==> src/rtl/data_mem_io.sv <==
// rtl/data_mem_io.sv - data-side memory stage: word RAM plus memory-mapped I/O page
// Zero-latency reads, stores commit at the clock edge; sticky status drives fault/timer_irq.
module data_mem_io #(
  parameter int          DEPTH_LOG2 = 6,
  parameter logic [31:0] IO_BASE    = 32'hFFFF_FF00
) (
  input  logic        clk,
  input  logic        rst,
  input  logic        memwrite,
  input  logic [31:0] aluout,
  input  logic [31:0] writedata,
  output logic [31:0] readdata,
  output logic [15:0] led,
  output logic        timer_irq,
  output logic        fault
);

  localparam int          DEPTH    = 1 << DEPTH_LOG2;
  localparam logic [31:0] RAM_SPAN = 32'(4 * DEPTH);

  localparam logic [7:0] OFF_LED  = 8'h00;
  localparam logic [7:0] OFF_CNT  = 8'h04;
  localparam logic [7:0] OFF_STAT = 8'h08;
  localparam logic [7:0] OFF_STC  = 8'h0C;
  localparam logic [7:0] OFF_CMP  = 8'h10;
  localparam logic [7:0] OFF_CTRL = 8'h14;

  logic [31:0] ram_q [DEPTH];

  logic [15:0] led_q, led_d;
  logic [31:0] cnt_q, cnt_d;
  logic [31:0] cmp_q, cmp_d;
  logic [31:0] stc_q, stc_d;
  logic        ctrl_q, ctrl_d;
  logic [2:0]  status_q, status_d;

  logic                  aligned, ram_hit, io_hit;
  logic [7:0]            offset;
  logic [DEPTH_LOG2-1:0] ram_idx;
  logic                  wr_ram, wr_io;
  logic [2:0]            status_set, status_clr;

  // RAM span never exceeds 256 bytes, so one compare also covers addr[31:8]==0.
  always_comb begin
    aligned = (aluout[1:0] == 2'b00);
    ram_hit = (aluout < RAM_SPAN);
    io_hit  = (aluout[31:8] == IO_BASE[31:8]);
    offset  = aluout[7:0];
    ram_idx = aluout[DEPTH_LOG2+1:2];
    wr_ram  = memwrite && aligned && ram_hit;
    wr_io   = memwrite && aligned && io_hit;
  end

  always_comb begin
    readdata = 32'h0;
    if (ram_hit) begin
      readdata = ram_q[ram_idx];
    end else if (io_hit) begin
      case ({offset[7:2], 2'b00})
        OFF_LED:  readdata = {16'h0, led_q};
        OFF_CNT:  readdata = cnt_q;
        OFF_STAT: readdata = {29'h0, status_q};
        OFF_STC:  readdata = stc_q;
        OFF_CMP:  readdata = cmp_q;
        OFF_CTRL: readdata = {31'h0, ctrl_q};
        default:  readdata = 32'h0;
      endcase
    end
  end

  always_comb begin
    led_d  = led_q;
    cnt_d  = cnt_q + 32'd1;
    cmp_d  = cmp_q;
    stc_d  = stc_q;
    ctrl_d = ctrl_q;

    if (wr_ram) stc_d = stc_q + 32'd1;
    if (wr_io) begin
      case (offset)
        OFF_LED:  led_d  = writedata[15:0];
        OFF_CNT:  cnt_d  = writedata;
        OFF_CMP:  cmp_d  = writedata;
        OFF_CTRL: ctrl_d = writedata[0];
        default:  ;
      endcase
    end

    status_set[0] = memwrite && !aligned;
    status_set[1] = memwrite && aligned && !ram_hit && !io_hit;
    status_set[2] = ctrl_q && (cnt_q == cmp_q);
    status_clr    = (wr_io && offset == OFF_STAT) ? writedata[2:0] : 3'b000;
    // Set is applied after clear so a coincident event is never lost.
    status_d      = (status_q & ~status_clr) | status_set;
  end

  always_ff @(posedge clk) begin
    if (rst) begin
      led_q    <= '0;
      cnt_q    <= '0;
      cmp_q    <= '0;
      stc_q    <= '0;
      ctrl_q   <= 1'b0;
      status_q <= '0;
    end else begin
      led_q    <= led_d;
      cnt_q    <= cnt_d;
      cmp_q    <= cmp_d;
      stc_q    <= stc_d;
      ctrl_q   <= ctrl_d;
      status_q <= status_d;
    end
  end

  always_ff @(posedge clk) begin
    if (!rst && wr_ram) ram_q[ram_idx] <= writedata;
  end

  assign led       = led_q;
  assign timer_irq = status_q[2] && ctrl_q;
  assign fault     = status_q[0] || status_q[1];

endmodule

==> config.mk <==
export PLATFORM = sky130hd
export DESIGN_NAME = data_mem_io
export DESIGN_NICKNAME = d
export VERILOG_FILES = /design/src/rtl/data_mem_io.sv
export SDC_FILE = /design/constraint.sdc
export NUM_CORES = 2
export LEC_CHECK = 0
export ABC_CLOCK_PERIOD_IN_PS = 8100
export CORE_AREA = 2 2 329 657
export CTS_CLUSTER_DIAMETER = 60
export DETAILED_ROUTE_END_ITERATION = 10
export DIE_AREA = 0 0 331 659
export GPL_TIMING_DRIVEN = 0
export PLACE_DENSITY = 0.62
export SLEW_MARGIN = 20
export SYNTH_ARGS = -nofsm -noshare
export SYNTH_HDL_FRONTEND = slang
export SYNTH_SLANG_ARGS = --single-unit
==> constraint.sdc <==
create_clock -name clk -period 8.1 [get_ports clk]
set_clock_uncertainty 0.1 [all_clocks]
set_input_delay 0.81 -clock clk [delete_from_list [all_inputs] [get_ports clk]]
set_output_delay 0.81 -clock clk [all_outputs]
set_load 0.02 [all_outputs]
# Word level (Yosys, flattened, before mapping)
# Memory sizes are Yosys's and may differ from the RTL's.
# Cells that the tools add are included.
[totals]
memories = 1
out_inout_bits = 50
reg_bits = 116
ram_bits = 2048
[op_classes]
n_reduce_logical = 21
mux = 8
n_lt_le_gt_ge = 1
n_bitwise = 3
eq_ne = 11
n_addsub = 2
[memory_table]
columns = ["name", "depth", "width", "read_ports", "rd_clocked_by_memory_dff", "wr", "line_no", "rtl"]
rows = [
  ["ram_q", 64, 32, 1, 0, 1, "28", "logic [31:0] ram_q [DEPTH];"],
]
[ops]
columns = ["cell", "count"]
rows = [
  ["case mux 32 bit (6 select lines)", 1],
  ["2-to-1 mux 32 bit", 4],
  ["adder 32 x 1 -> 32 bit (second input constant)", 2],
  ["equality test 32 bit", 1],
  ["less-than comparator 32 x 9 -> 1 bit (second input constant)", 1],
  ["equality test 24 bit (second input constant)", 1],
  ["equality test 8 x 5 -> 1 bit (second input constant)", 2],
  ["equality test 6 x 2 -> 1 bit (second input constant)", 2],
  ["equality test 6 x 3 -> 1 bit (second input constant)", 2],
  ["logical AND 1 bit", 10],
  ["equality test 8 x 3 -> 1 bit (second input constant)", 1],
  ["equality test 8 x 4 -> 1 bit (second input constant)", 1],
  ["zero test 8 bit", 1],
  ["equality test 6 x 1 -> 1 bit (second input constant)", 1],
  ["zero test 6 bit", 1],
  ["AND reduction 2 bit", 3],
  ["zero test 1 bit", 4],
  ["bitwise AND 3 bit", 1],
  ["2-to-1 mux 3 bit", 1],
  ["inverter 3 bit", 1],
  ["bitwise OR 3 bit", 1],
  ["zero test 2 bit", 1],
  ["2-to-1 mux 1 bit", 2],
  ["logical OR 1 bit", 1],
]

# Logic depth before layout (Yosys ltp)
[depth]
word_depth = 8
depth_mapped = 11
mapped_depth_nobuf = 6

# Worst setup path after synthesis
# No wires, ideal clock.
[synth_path]
path_type = "input to register"
startpoint = "input port aluout[18]"
endpoint = "memory ram_q[36][0] (enable)"
setup_time_ps = 501
stages = 5
required_time_ps = 7499
path_slack_ps = 2658
t_arrival_ps = 4841
path_cell_list = "nor4_1 -> nand4_1 -> nor2_2 -> nand2_1 -> nor4_1"
[synth_via]
elab_chain_cells = 5
[synth_lines]
columns = ["element", "line_no", "rtl"]
rows = [
  ["start: declaration", "10", "input logic [31:0] aluout,"],
  ["less-than comparator 32 x 9 -> 1 bit", "46", "ram_hit = (aluout < RAM_SPAN);"],
  ["logical AND 1 bit", "50", "wr_ram = memwrite && aligned && ram_hit;"],
  ["logical AND 1 bit", "116", "if (!rst && wr_ram) ram_q[ram_idx] <= writedata;"],
  ["2-to-1 mux 1 bit", "116", ""],
  ["2-to-1 mux 1 bit (implied by the code)", "116", ""],
  ["end: declaration", "28", ""],
]
# No other way between the ends.

# Final worst setup path
[layout_path]
startpoint = "input port aluout[13]"
endpoint = "output port readdata[13]"
[layout_via]
elab_chain_cells = 3
elab_cells_between_ends = 4
classes_between = "order compare (1); eq/ne (1); mux (2)"
[layout_lines]
columns = ["element", "line_no", "rtl"]
rows = [
  ["parallel branches: the longest is 2 deep, another holds less-than comparator 32 x 9 -> 1 bit", "--", ""],
  ["2-to-1 mux 32 bit *", "56", "if (ram_hit) begin"],
  ["end: declaration", "12", "output logic [31:0] readdata,"],
]
# Mark *: on every way between the ends.

==> results.ini <==
[worst_setup_path]
crit_fanout=10
arrival_ns=5.52
worstSetupPathType=primary input to output port
critical_path_buf_inv_count=4
crit_top_cell=clkdlybuf4s50_1
cp.required_ns=7.19
cp-start-kind=primary input
crit_family=buffers and inverters
path_cells=clkdlybuf4s50_1, nor4_1, nand4_1, nor2_2, nand3_1, buf_2, clkbuf_1, o32ai_1, a311o_1, clkdlybuf4s50_1
cpMaxStageDelayCell=o32ai_1
cpPeakStageDelay_ns=0.74
cp-end-kind=output port

[logic_synthesis]
synth_edf_count=2048
async_reset_ff_share_pct=0
synth-seq-cells=2164
yosysSeqAreaShare_pct=75.2
syn_nets=4384
post-synth-top-area-cell=edfxtp_1
yosysTopAreaCellShare_pct=72.4
synthTopCellsByArea=edfxtp_1 (72%), mux4_2 (11%), mux2i_1 (4.3%), dfxtp_1 (2.7%), a22oi_1 (0.82%)
synth_area_um2=84900
ys_types=53
syn_avg_cell_area_um2=19.7
synth_cells=4315
synth_ff_type=edfxtp_1
yosysWarnings=0

[timing]
setup_viol_count_final=0
hold_viol=0
timing.fmax_ghz=0.156
maxSlewViolCount=0
fin_crit_ns=6.43
worstMarginPinSlew_ns=1.26
whs_ns=0.113
slew-limit-headroom_pct=15.9
rsz0062_at_grt=no
fin_ws_ns=1.67
finalCritPeriodShare_pct=79.4

[floorplan]
rows=240
io_pins=117
die_h_um=659
core-area_um2=213000
initial_core_util_pct=39.8
die_area_um2=218000
fp.dieW_um=331

[clocking]
clkTransAtPathRegs_ns=0.07
h-tree-depth=4
clk_path_buf_depth=4
insertion_delay_ns=0.85
numCtsBuffers=179
post-cts-setup-buffer-count=0
cts-resized-gates=0
cts-root-buf=clkbuf_16
cts_sinks=2164
hold_buffers=0
cts_tree=built

[drt]
drtAntennaViolNets=0
num_vias=45566
drt-pass1-iter-count=8
drc=0
first_iter_violations=5573
routed_wl_mm=274
vias_per_cell=5.93
wl_per_cell_um=35.7

[layout]
layout.cells.non_filler=7683
multi_input_area_um2=20300
nets=4818
synthToLayoutAreaGrowth_pct=16.0
fill_cells=17779
finalInstanceArea_um2=98500
drive_above_1_share_pct=22.3
seqCellArea_um2=63800

[power_and_ir_drop]
p_sw_share_pct=21.7
combPwrFrac_pct=5.4
ir_drop_uv=157
p_leak_nw=31.1
internal-power_mw=17.4
finalPower_mw=22.2
p_per_area_nw_per_um2=226
power_switching_mw=4.82
p_seq_share_pct=55.0
p_clk_share_pct=39.7

[flow_run]
cap_violations=0

[placed_design]
dp_hpwl_mm=196
io_buffers=111
post-place-cells=7341
postPlaceCellArea_um2=92600
dp_worst_setup_slack_ns=1.90
routabilityCongestion=1.03

[grt]
grt_max_degree=69
grt_pass1_vias=45852
grt_pass1_wl_mm=373
antenna_found_initial=27
grt_usage_pct=25.1
grt_overflow=0

[outcome]
status=complete, no violations

[hold_path]
hp-class=primary input to register

[cells by family after synthesis]
logic type | share of synthesized area [%]
flops | 75.2
mux | 15.3
simple gates | 2.99
compound gates | 3.92
buf+inv | 1.62
xor+xnor | 0.949
fa+ha+maj | 0.0295
[registers in the layout (all words and copies together), names as in the netlist]
signal,cells
cnt_q,32
ctrl_q,1
status_q,3
ram_q,2048
cmp_q,32
led,16
stc_q,32
[path summary, 6_finish.rpt]
check,start,end,slack [ns],cells past startpoint
max,aluout[13],readdata[13],1.67,10
min,writedata[15],ram_q[62][15],0.11,1
max reg2reg,stc_q[3],stc_q[18],5.40,9
min reg2reg,cmp_q[14],cmp_q[14],0.39,2
[layout by cell type (no fill, tap or decap), types with 46 or more instances in the layout]
cell type	instances
xor2_1	46
a211oi_1	51
nand2_1	162
buf_4	88
nor2_1	93
mux2i_1	366
clkbuf_16	183
nand3_1	53
clkdlybuf4s50_1	79
clkbuf_1	126
xnor2_1	46
a22oi_1	93
edfxtp_1	2048
a21oi_1	127
mux4_2	407
dfxtp_1	116
nor2_4	62
buf_2	114
buf_12	75
[layer usage]
metal	up-vias	share of wire (%)	GRT usage (%)
met5	-	0.016	0
met1	24006	33	26.9
met3	701	6.8	4.81
met2	2223	52	44.4
li1	18630	-	-
met4	6	8.3	17.2
[area by class of cell]
type / instances / share of cell area (%)
sequential: 2164 / 64.8
multi-input combinational: 1877 / 20.6
clock buffer: 219 / 4.82
timing repair buffer: 253 / 3.83
tap: 2783 / 3.53
buffer: 265 / 1.37
clock inverter: 99 / 1.02
antenna: 14 / 0.0356
inverter: 9 / 0.0343
[stage by stage]
step	setup TNS [ns]	utilization [%]
floorplan	0	-
global placement	-125.79	42.0
detailed placement	0	43.4
CTS	0	46.1
global route	0	46.2
finish	0	46.2
[power groups by stage]
stage	Combinational (mW)	Clock (mW)	Sequential (mW)
floorplan	0.549	0	12.5
global route	1.22	9.23	12.2
CTS	1.18	8.89	12.2
finish	1.19	8.81	12.2
global placement	1.11	0	12.5
detailed placement	1.18	0	12.5
[Yosys cell counts, types with 17 or more instances]
cell type	instances
a211oi_1	51
a21oi_1	127
a221oi_1	29
a222oi_1	30
a22o_1	41
a22oi_1	93
buf_1	22
buf_2	95
buf_4	48
clkbuf_1	94
dfxtp_1	116
edfxtp_1	2048
mux2i_1	367
mux4_2	407
nand2_1	162
nand3_1	53
nand4_1	33
nor2_1	156
nor2b_1	29
nor3_1	26
nor4_1	17
xnor2_1	46
xor2_1	46
No activity file was read; power rests on OpenSTA's default activity.
